**src/rtl/noc_pkg.sv**
```systemverilog
// Shared flit-level definitions for the super-hub NoC blocks.
// Flit type lives in the top two bits of every flit.
package noc_pkg;

    localparam int FLIT_W       = 20;
    localparam int NUM_CLUSTERS = 4;

    localparam logic [1:0] FT_SINGLE = 2'b00;
    localparam logic [1:0] FT_HEAD   = 2'b01;
    localparam logic [1:0] FT_BODY   = 2'b10;
    localparam logic [1:0] FT_TAIL   = 2'b11;

    typedef enum logic {
        ST_IDLE   = 1'b0,
        ST_LOCKED = 1'b1
    } arb_state_t;

endpackage

```
**src/rtl/sh_flit_fifo.sv**
```systemverilog
// Per-cluster flit FIFO: push/pop with first-word-fall-through read data.
// Latency: a flit pushed at edge N is visible on data_out after edge N.
// Backpressure: push while full drops the flit and pulses overflow, unless a pop frees the slot.
module sh_flit_fifo #(
    parameter int FLIT_W     = 20,
    parameter int FIFO_DEPTH = 4
) (
    input  logic              clk,
    input  logic              rst,
    input  logic              push,
    input  logic              pop,
    input  logic [FLIT_W-1:0] data_in,
    output logic [FLIT_W-1:0] data_out,
    output logic              empty,
    output logic              full,
    output logic              overflow
);

    localparam int AW = $clog2(FIFO_DEPTH);

    logic [FLIT_W-1:0] mem [FIFO_DEPTH];
    logic [AW:0]       wr_ptr;
    logic [AW:0]       rd_ptr;
    logic              do_push;
    logic              do_pop;

    assign empty    = (wr_ptr == rd_ptr);
    assign full     = (wr_ptr[AW] != rd_ptr[AW]) && (wr_ptr[AW-1:0] == rd_ptr[AW-1:0]);
    assign do_pop   = pop && !empty;
    // A simultaneous pop frees the slot, so a push into a full FIFO is still accepted.
    assign do_push  = push && (!full || do_pop);
    assign overflow = push && full && !do_pop;
    assign data_out = mem[rd_ptr[AW-1:0]];

    always_ff @(posedge clk or negedge rst) begin
        if (!rst) begin
            wr_ptr <= '0;
            rd_ptr <= '0;
        end else begin
            if (do_push) wr_ptr <= wr_ptr + 1'b1;
            if (do_pop)  rd_ptr <= rd_ptr + 1'b1;
        end
    end

    always_ff @(posedge clk) begin
        if (do_push) mem[wr_ptr[AW-1:0]] <= data_in;
    end

endmodule

```
**src/rtl/sh_up_arbiter.sv**
```systemverilog
// Super-hub uplink scheduler: four credit-backed cluster FIFOs, round-robin with wormhole lock.
// Latency: 2 cycles from up_valid to out_valid; 1 flit/cycle sustained.
// Backpressure: sends only while downstream credit > 0; upstream credit returned on up_co per pop.
module sh_up_arbiter #(
    parameter int FLIT_W      = 20,
    parameter int FIFO_DEPTH  = 4,
    parameter int OUT_CREDITS = 4
) (
    input  logic                clk,
    input  logic                rst,
    input  logic [4*FLIT_W-1:0] up_data,
    input  logic [3:0]          up_valid,
    output logic [3:0]          up_co,
    output logic [FLIT_W-1:0]   out_data,
    output logic                out_valid,
    input  logic                out_ci,
    output logic [1:0]          grant_id,
    output logic                busy,
    output logic [3:0]          err
);

    import noc_pkg::*;

    localparam int CW = $clog2(OUT_CREDITS + 1);

    logic [FLIT_W-1:0] head [NUM_CLUSTERS];
    logic [3:0]        empty;
    logic [3:0]        full;
    logic [3:0]        ovf;
    logic [3:0]        pop;
    logic [3:0]        req;
    logic [3:0]        orphan;

    arb_state_t        state_q, state_d;
    logic [1:0]        rr_q, rr_d;
    logic [1:0]        grant_d;
    logic [1:0]        win;
    logic [1:0]        idx;
    logic [1:0]        sel;
    logic              found;
    logic              send;
    logic              has_credit;
    logic [1:0]        sel_type;
    logic [CW-1:0]     credit_q;

    for (genvar g = 0; g < NUM_CLUSTERS; g++) begin : g_fifo
        sh_flit_fifo #(
            .FLIT_W     (FLIT_W),
            .FIFO_DEPTH (FIFO_DEPTH)
        ) u_fifo (
            .clk      (clk),
            .rst      (rst),
            .push     (up_valid[g]),
            .pop      (pop[g]),
            .data_in  (up_data[g*FLIT_W +: FLIT_W]),
            .data_out (head[g]),
            .empty    (empty[g]),
            .full     (full[g]),
            .overflow (ovf[g])
        );
    end

    assign has_credit = (credit_q != '0);
    assign busy       = (state_q == ST_LOCKED);
    assign sel_type   = head[sel][FLIT_W-1 -: 2];

    always_comb begin
        state_d = state_q;
        rr_d    = rr_q;
        grant_d = grant_id;
        pop     = '0;
        req     = '0;
        orphan  = '0;
        send    = 1'b0;
        found   = 1'b0;
        win     = '0;
        idx     = '0;
        sel     = grant_id;

        case (state_q)
            ST_IDLE: begin
                for (int i = 0; i < NUM_CLUSTERS; i++) begin
                    if (!empty[i]) begin
                        if (head[i][FLIT_W-1] == 1'b1) orphan[i] = 1'b1;
                        else                           req[i]    = 1'b1;
                    end
                end
                for (int k = 0; k < NUM_CLUSTERS; k++) begin
                    idx = rr_q + 2'(k);
                    if (!found && req[idx]) begin
                        found = 1'b1;
                        win   = idx;
                    end
                end
                // Orphans drain regardless of credit; they never reach the output.
                pop = orphan;
                if (found && has_credit) begin
                    send     = 1'b1;
                    sel      = win;
                    grant_d  = win;
                    pop[win] = 1'b1;
                    if (head[win][FLIT_W-1 -: 2] == FT_HEAD) state_d = ST_LOCKED;
                    else                                     rr_d    = win + 2'd1;
                end
            end
            ST_LOCKED: begin
                if (!empty[grant_id] && has_credit) begin
                    send          = 1'b1;
                    pop[grant_id] = 1'b1;
                    if (sel_type == FT_TAIL) begin
                        state_d = ST_IDLE;
                        rr_d    = grant_id + 2'd1;
                    end
                end
            end
            default: state_d = ST_IDLE;
        endcase
    end

    always_ff @(posedge clk or negedge rst) begin
        if (!rst) begin
            state_q   <= ST_IDLE;
            rr_q      <= '0;
            grant_id  <= '0;
            credit_q  <= CW'(OUT_CREDITS);
            out_valid <= 1'b0;
            out_data  <= '0;
            up_co     <= '0;
            err       <= '0;
        end else begin
            state_q   <= state_d;
            rr_q      <= rr_d;
            grant_id  <= grant_d;
            out_valid <= send;
            up_co     <= pop;
            err       <= err | ovf | orphan;
            if (send) out_data <= head[sel];
            if (send && !out_ci) begin
                credit_q <= credit_q - 1'b1;
            end else if (out_ci && !send && (credit_q < CW'(OUT_CREDITS))) begin
                credit_q <= credit_q + 1'b1;
            end
        end
    end

endmodule

```
**config.mk**
```make
export PLATFORM = sky130hd
export DESIGN_NAME = sh_up_arbiter
export DESIGN_NICKNAME = d
export VERILOG_FILES = /design/src/rtl/noc_pkg.sv /design/src/rtl/sh_flit_fifo.sv /design/src/rtl/sh_up_arbiter.sv
export SDC_FILE = /design/constraint.sdc
export NUM_CORES = 1
export LEC_CHECK = 0
export BUFFER_PORTS_ARGS = -buffer_cell sky130_fd_sc_hd__buf_2
export CAP_MARGIN = 20
export CORE_MARGIN = 2
export CORE_UTILIZATION = 47
export CTS_CLUSTER_SIZE = 24
export DETAILED_ROUTE_END_ITERATION = 12
export GPL_TIMING_DRIVEN = 0
export PLACE_DENSITY = 0.63
export SKIP_CTS_REPAIR_TIMING = 1
export SYNTH_ARGS = -nofsm -noshare
export SYNTH_HDL_FRONTEND = slang
export SYNTH_SLANG_ARGS = --single-unit
```
**constraint.sdc**
```tcl
create_clock -name clk -period 3.3 [get_ports clk]
set_input_delay 0.33 -clock clk [delete_from_list [all_inputs] [get_ports clk]]
set_output_delay 0.33 -clock clk [all_outputs]
set_load 0.02 [all_outputs]
```
==> impl_metrics.csv <==
group,metric,value,unit
timing,worst_max_slew_margin_expressed_relative_to_the_limit,42.5,%
logic_synthesis,cell_type_with_the_highest_aggregate_area_in_the_netlist,"sky130_fd_sc_hd__edfxtp_1",
global_routing,wire_length_of_the_first_global_routing_pass,50.2,mm
min_path,holdPathStages,1,
critical_path,cp.required,3.77,ns
logic_synthesis,synth_compound_area_share,5.38,%
placement,place.gp.congestion,0.885,
critical_path,worst_r2r_startpoint,"g_fifo[2].u_fifo.rd_ptr[0]",
logic_synthesis,yosysTopAreaCellShare,62.0,%
floorplanning,core_area,32500,µm²
final_layout,layout.cells.most_common,"sky130_fd_sc_hd__edfxtp_1",
drt,viasPerCell,5.58,
critical_path,timing.critical_path.cells,"mux4_2, a31o_1, o311a_1, or4_4, and2_4, buf_6, buf_4, o211ai_1, o221a_1",
critical_path,critical_path_end_type,"flip-flop",
clock_tree,cts_inserted_buffers,40,
logic_synthesis,post_synth_instance_area,15500,µm²
clock_tree,cts_buffer_depth,3,
final_layout,area_growth_syn_to_layout,20.4,%
critical_path,worstPathMaxFanout,10,
critical_path,rr_endpoint,"out_data[7]",
timing,slew_at_the_pin_closest_to_its_max_slew_limit,0.863,ns
logic_synthesis,synth_fp_nets,924,
logic_synthesis,synth_top_family_by_area,"multiplexers",
logic_synthesis,synth.top_cells.by_area,"sky130_fd_sc_hd__edfxtp_1 (62%), sky130_fd_sc_hd__mux4_2 (12%), sky130_fd_sc_hd__dfrtp_1 (9.7%)",
final_layout,final_area,18700,µm²
run_status,run_status,"finished, violations left",
drt,route.final.wire_length,34.7,mm
clock_tree,path_clk_slew,0.06,ns
final_layout,final_core_util,57.4,%
final_layout,layout_cells_sized_above_1,35.1,%
global_routing,grt_pass1_vias,8098,
timing,finalSetupViolCount,1,
placement,dpl-instance-area,16700,µm²
logic_synthesis,ys_async_sr_fraction,16.0,%
floorplanning,row_count,66,
logic_synthesis,yosys_warnings,0,
placement,placement.io_buffers,118,
logic_synthesis,synthSimpleGateAreaFrac,3.49,%
min_path,hold_end,"g_fifo[1].u_fifo.mem[1][6]",
timing,clk_skew,0.0240,ns
floorplanning,die_height,186,µm
global_routing,global_route.usage.total,19.9,%
logic_synthesis,yosys-mux-area-fraction,13.8,%
drt,wire_per_inst,23.3,µm
final_layout,ff_latch_area,11100,µm²
clock_tree,clock_tree_from_tritoncts,"done",
timing,report.final.slew_viol_count,0,
timing,final_hold_viol_count,0,
logic_synthesis,synth.lib_cells_used.distinct,61,
logic_synthesis,synth_top_flop_cell,"sky130_fd_sc_hd__edfxtp_1",
run_status,violations,"setup timing",
global_routing,maximum_number_of_pins_on_one_net_before_global_route_repair,62,
critical_path,start_kind,"flip-flop",
logic_synthesis,postSynthAreaPerCell,19.0,µm²
drt,detail_route.first_pass.iterations,5,
logic_synthesis,synthesized_flop_and_latch_total,381,
clock_tree,cts_htree_levels,2,
pwr,power_leakage,0.00662,µW
drt,num_vias,8296,
timing,period_share,101,%
timing,layout_setup_ws,-0.0196,ns
flow_run,max_cap_viol_count,0,
timing,finalCriticalPeriod,3.32,ns
pwr,ir_worst_vdd,0.503,mV
placement,dpl_hpwl,23.1,mm
clock_tree,number_of_clock_sinks,381,
floorplanning,initial_core_util,47.7,%
logic_synthesis,yosys.area_share.xor_xnor,1.75,%
logic_synthesis,synth-edff-count,320,
critical_path,number_of_cell_instances_on_the_worst_register_to_register_path,9,
critical_path,critical_path.max_stage_delay,0.59,ns
pwr,p_per_area,1130,nW/µm²
floorplanning,design.die.area,34500,µm²
critical_path,worstSetupPathType,"reg2reg",
min_path,hp-start,"up_data[26]",
final_layout,multi_input_area,4390,µm²
final_layout,final_net_count,1121,
drt,route.detailed.drc,0,
floorplanning,die_x,186,µm
min_path,min_path_type,"in2reg",
timing,max_clock_freq,301,MHz
timing,grt_setup_unrepaired,"true",
final_layout,layout_common_cells,"sky130_fd_sc_hd__edfxtp_1 (320), sky130_fd_sc_hd__buf_2 (117), sky130_fd_sc_hd__mux4_2 (80), sky130_fd_sc_hd__dfrtp_1 (56), sky130_fd_sc_hd__clkbuf_16 (40)",
drt,detail_route.iter0.violations,666,
logic_synthesis,netlist_instances,816,
clock_tree,cts.root.buffer_cell,"sky130_fd_sc_hd__clkbuf_16",
critical_path,worst_path_max_delay_cell,"sky130_fd_sc_hd__mux4_2",
critical_path,critical_path_arrival,3.79,ns
drt,routed_antenna_nets,0,
global_routing,gr-total-overflow,0,
global_routing,number_of_antenna_violations_at_the_first_check_in_global_routing,4,
logic_synthesis,synth_sequential_area_ratio,71.8,%
critical_path,worst-r2r-setup-slack,-0.02,ns
final_layout,filler_cell_count,2515,
clock_tree,clk_latency,0.54,ns
floorplanning,top_level_port_count,119,
logic_synthesis,synth_fa_ha_area_share,1.74,%
==> synthesized netlist by cell type, types with 5 or more instances <==
master,count
sky130_fd_sc_hd__and2_1,14
sky130_fd_sc_hd__nor2_1,13
sky130_fd_sc_hd__o221a_1,18
sky130_fd_sc_hd__nor3_1,6
sky130_fd_sc_hd__clkbuf_1,24
sky130_fd_sc_hd__dfrtp_1,60
sky130_fd_sc_hd__a311oi_1,6
sky130_fd_sc_hd__nand2_1,20
sky130_fd_sc_hd__o21ai_0,9
sky130_fd_sc_hd__mux2_2,7
sky130_fd_sc_hd__and3_1,7
sky130_fd_sc_hd__mux2_1,20
sky130_fd_sc_hd__mux4_2,80
sky130_fd_sc_hd__o211ai_1,19
sky130_fd_sc_hd__inv_1,35
sky130_fd_sc_hd__buf_1,6
sky130_fd_sc_hd__edfxtp_1,320
sky130_fd_sc_hd__xor2_1,8
sky130_fd_sc_hd__xnor2_1,23
sky130_fd_sc_hd__nand2b_1,5
sky130_fd_sc_hd__ha_1,20
sky130_fd_sc_hd__nand3_1,26
==> cell type report <==
cell class / instances / share of cell area (%)
repair buffers: 150 / 5.04
flip-flops and latches: 381 / 59.7
well taps: 442 / 2.96
clock buffers: 54 / 5.91
diodes: 2 / 0.0268
multi-input cells: 370 / 23.5
inverters: 36 / 0.737
clock inverters: 19 / 1.14
plain buffers: 34 / 0.985
==> registers in the layout, indices dropped and copies added (netlist names), 3 cells and up <==
signal                cells
out_data                 20
up_co                     4
err                       4
g_fifo.u_fifo.rd_ptr     12
g_fifo.u_fifo.mem       320
g_fifo.u_fifo.wr_ptr     12
credit_q                  3
==> kinds of logic (layout without fill, tap and decap cells) <==
logic type | Yosys count | count (layout)
adders and majority gates | 21 | 21
other | 0 | 2
DFF | 381 | 381
buffers and inverters | 71 | 293
and+or+nand+nor | 105 | 110
xor gates and xnor gates | 31 | 31
AOI/OAI and AO/OA | 96 | 97
muxes | 111 | 111
==> report_power, final <==
part           total (µW)  internal, µW  switching [µW]
clock network        4440          2610            1830
registers            7250          6660             589
logic                9450          4000            5440
total               21100         13300            7860
==> metrics by stage <==
stage | TNS [ns] | setup slack, ns | cells | hold slack [ns] | total power, µW
2_1_floorplan | -0.248 | -0.00413 | 816 | 0.0344 | 13100
4_1_cts | -242.82 | -0.937 | 1452 | -0.0645 | 20200
5_1_grt | -1.52 | -0.0669 | 1486 | 0.000597 | 22200
3_5_place_dp | -236.38 | -0.914 | 1379 | 0.451 | 15700
3_3_place_gp | -255.83 | -0.998 | 1376 | 0.445 | 15500
6_report | -0.0196 | -0.0196 | 1488 | 0.00563 | 21100
==> critical path: cells and delay by family (launching register included) <==
kind	cells	cell delay, ns
buffers and inverters	2	0.28
flip-flops	1	0.40
AND/OR/NAND/NOR	2	0.64
multiplexers	1	0.59
AO/OA/AOI/OAI	4	1.35
==> routing by layer <==
metal  global-route usage (%)  vias up  wire length, µm
li1                         -     3726                -
met3                     3.19       55             1670
met2                     32.3      232            17000
met4                     5.45        2              794
met5                        0        -               10
met1                     28.2     4281            15300
==> worst max-delay path by stage <==
stage | from | to | depth (start not counted)
after floorplan | g_fifo[2].u_fifo.rd_ptr[0] | g_fifo[2].u_fifo.mem[0][0] | 7
after global placement | g_fifo[1].u_fifo.rd_ptr[0] | g_fifo[0].u_fifo.mem[3][11] | 6
after detailed placement | g_fifo[0].u_fifo.rd_ptr[0] | g_fifo[2].u_fifo.mem[2][11] | 8
after CTS | g_fifo[0].u_fifo.rd_ptr[0] | g_fifo[2].u_fifo.mem[2][19] | 8
after global routing | g_fifo[2].u_fifo.rd_ptr[0] | out_data[17] | 10
final | g_fifo[2].u_fifo.rd_ptr[0] | out_data[7] | 9
(Power assumes the default switching activity.)
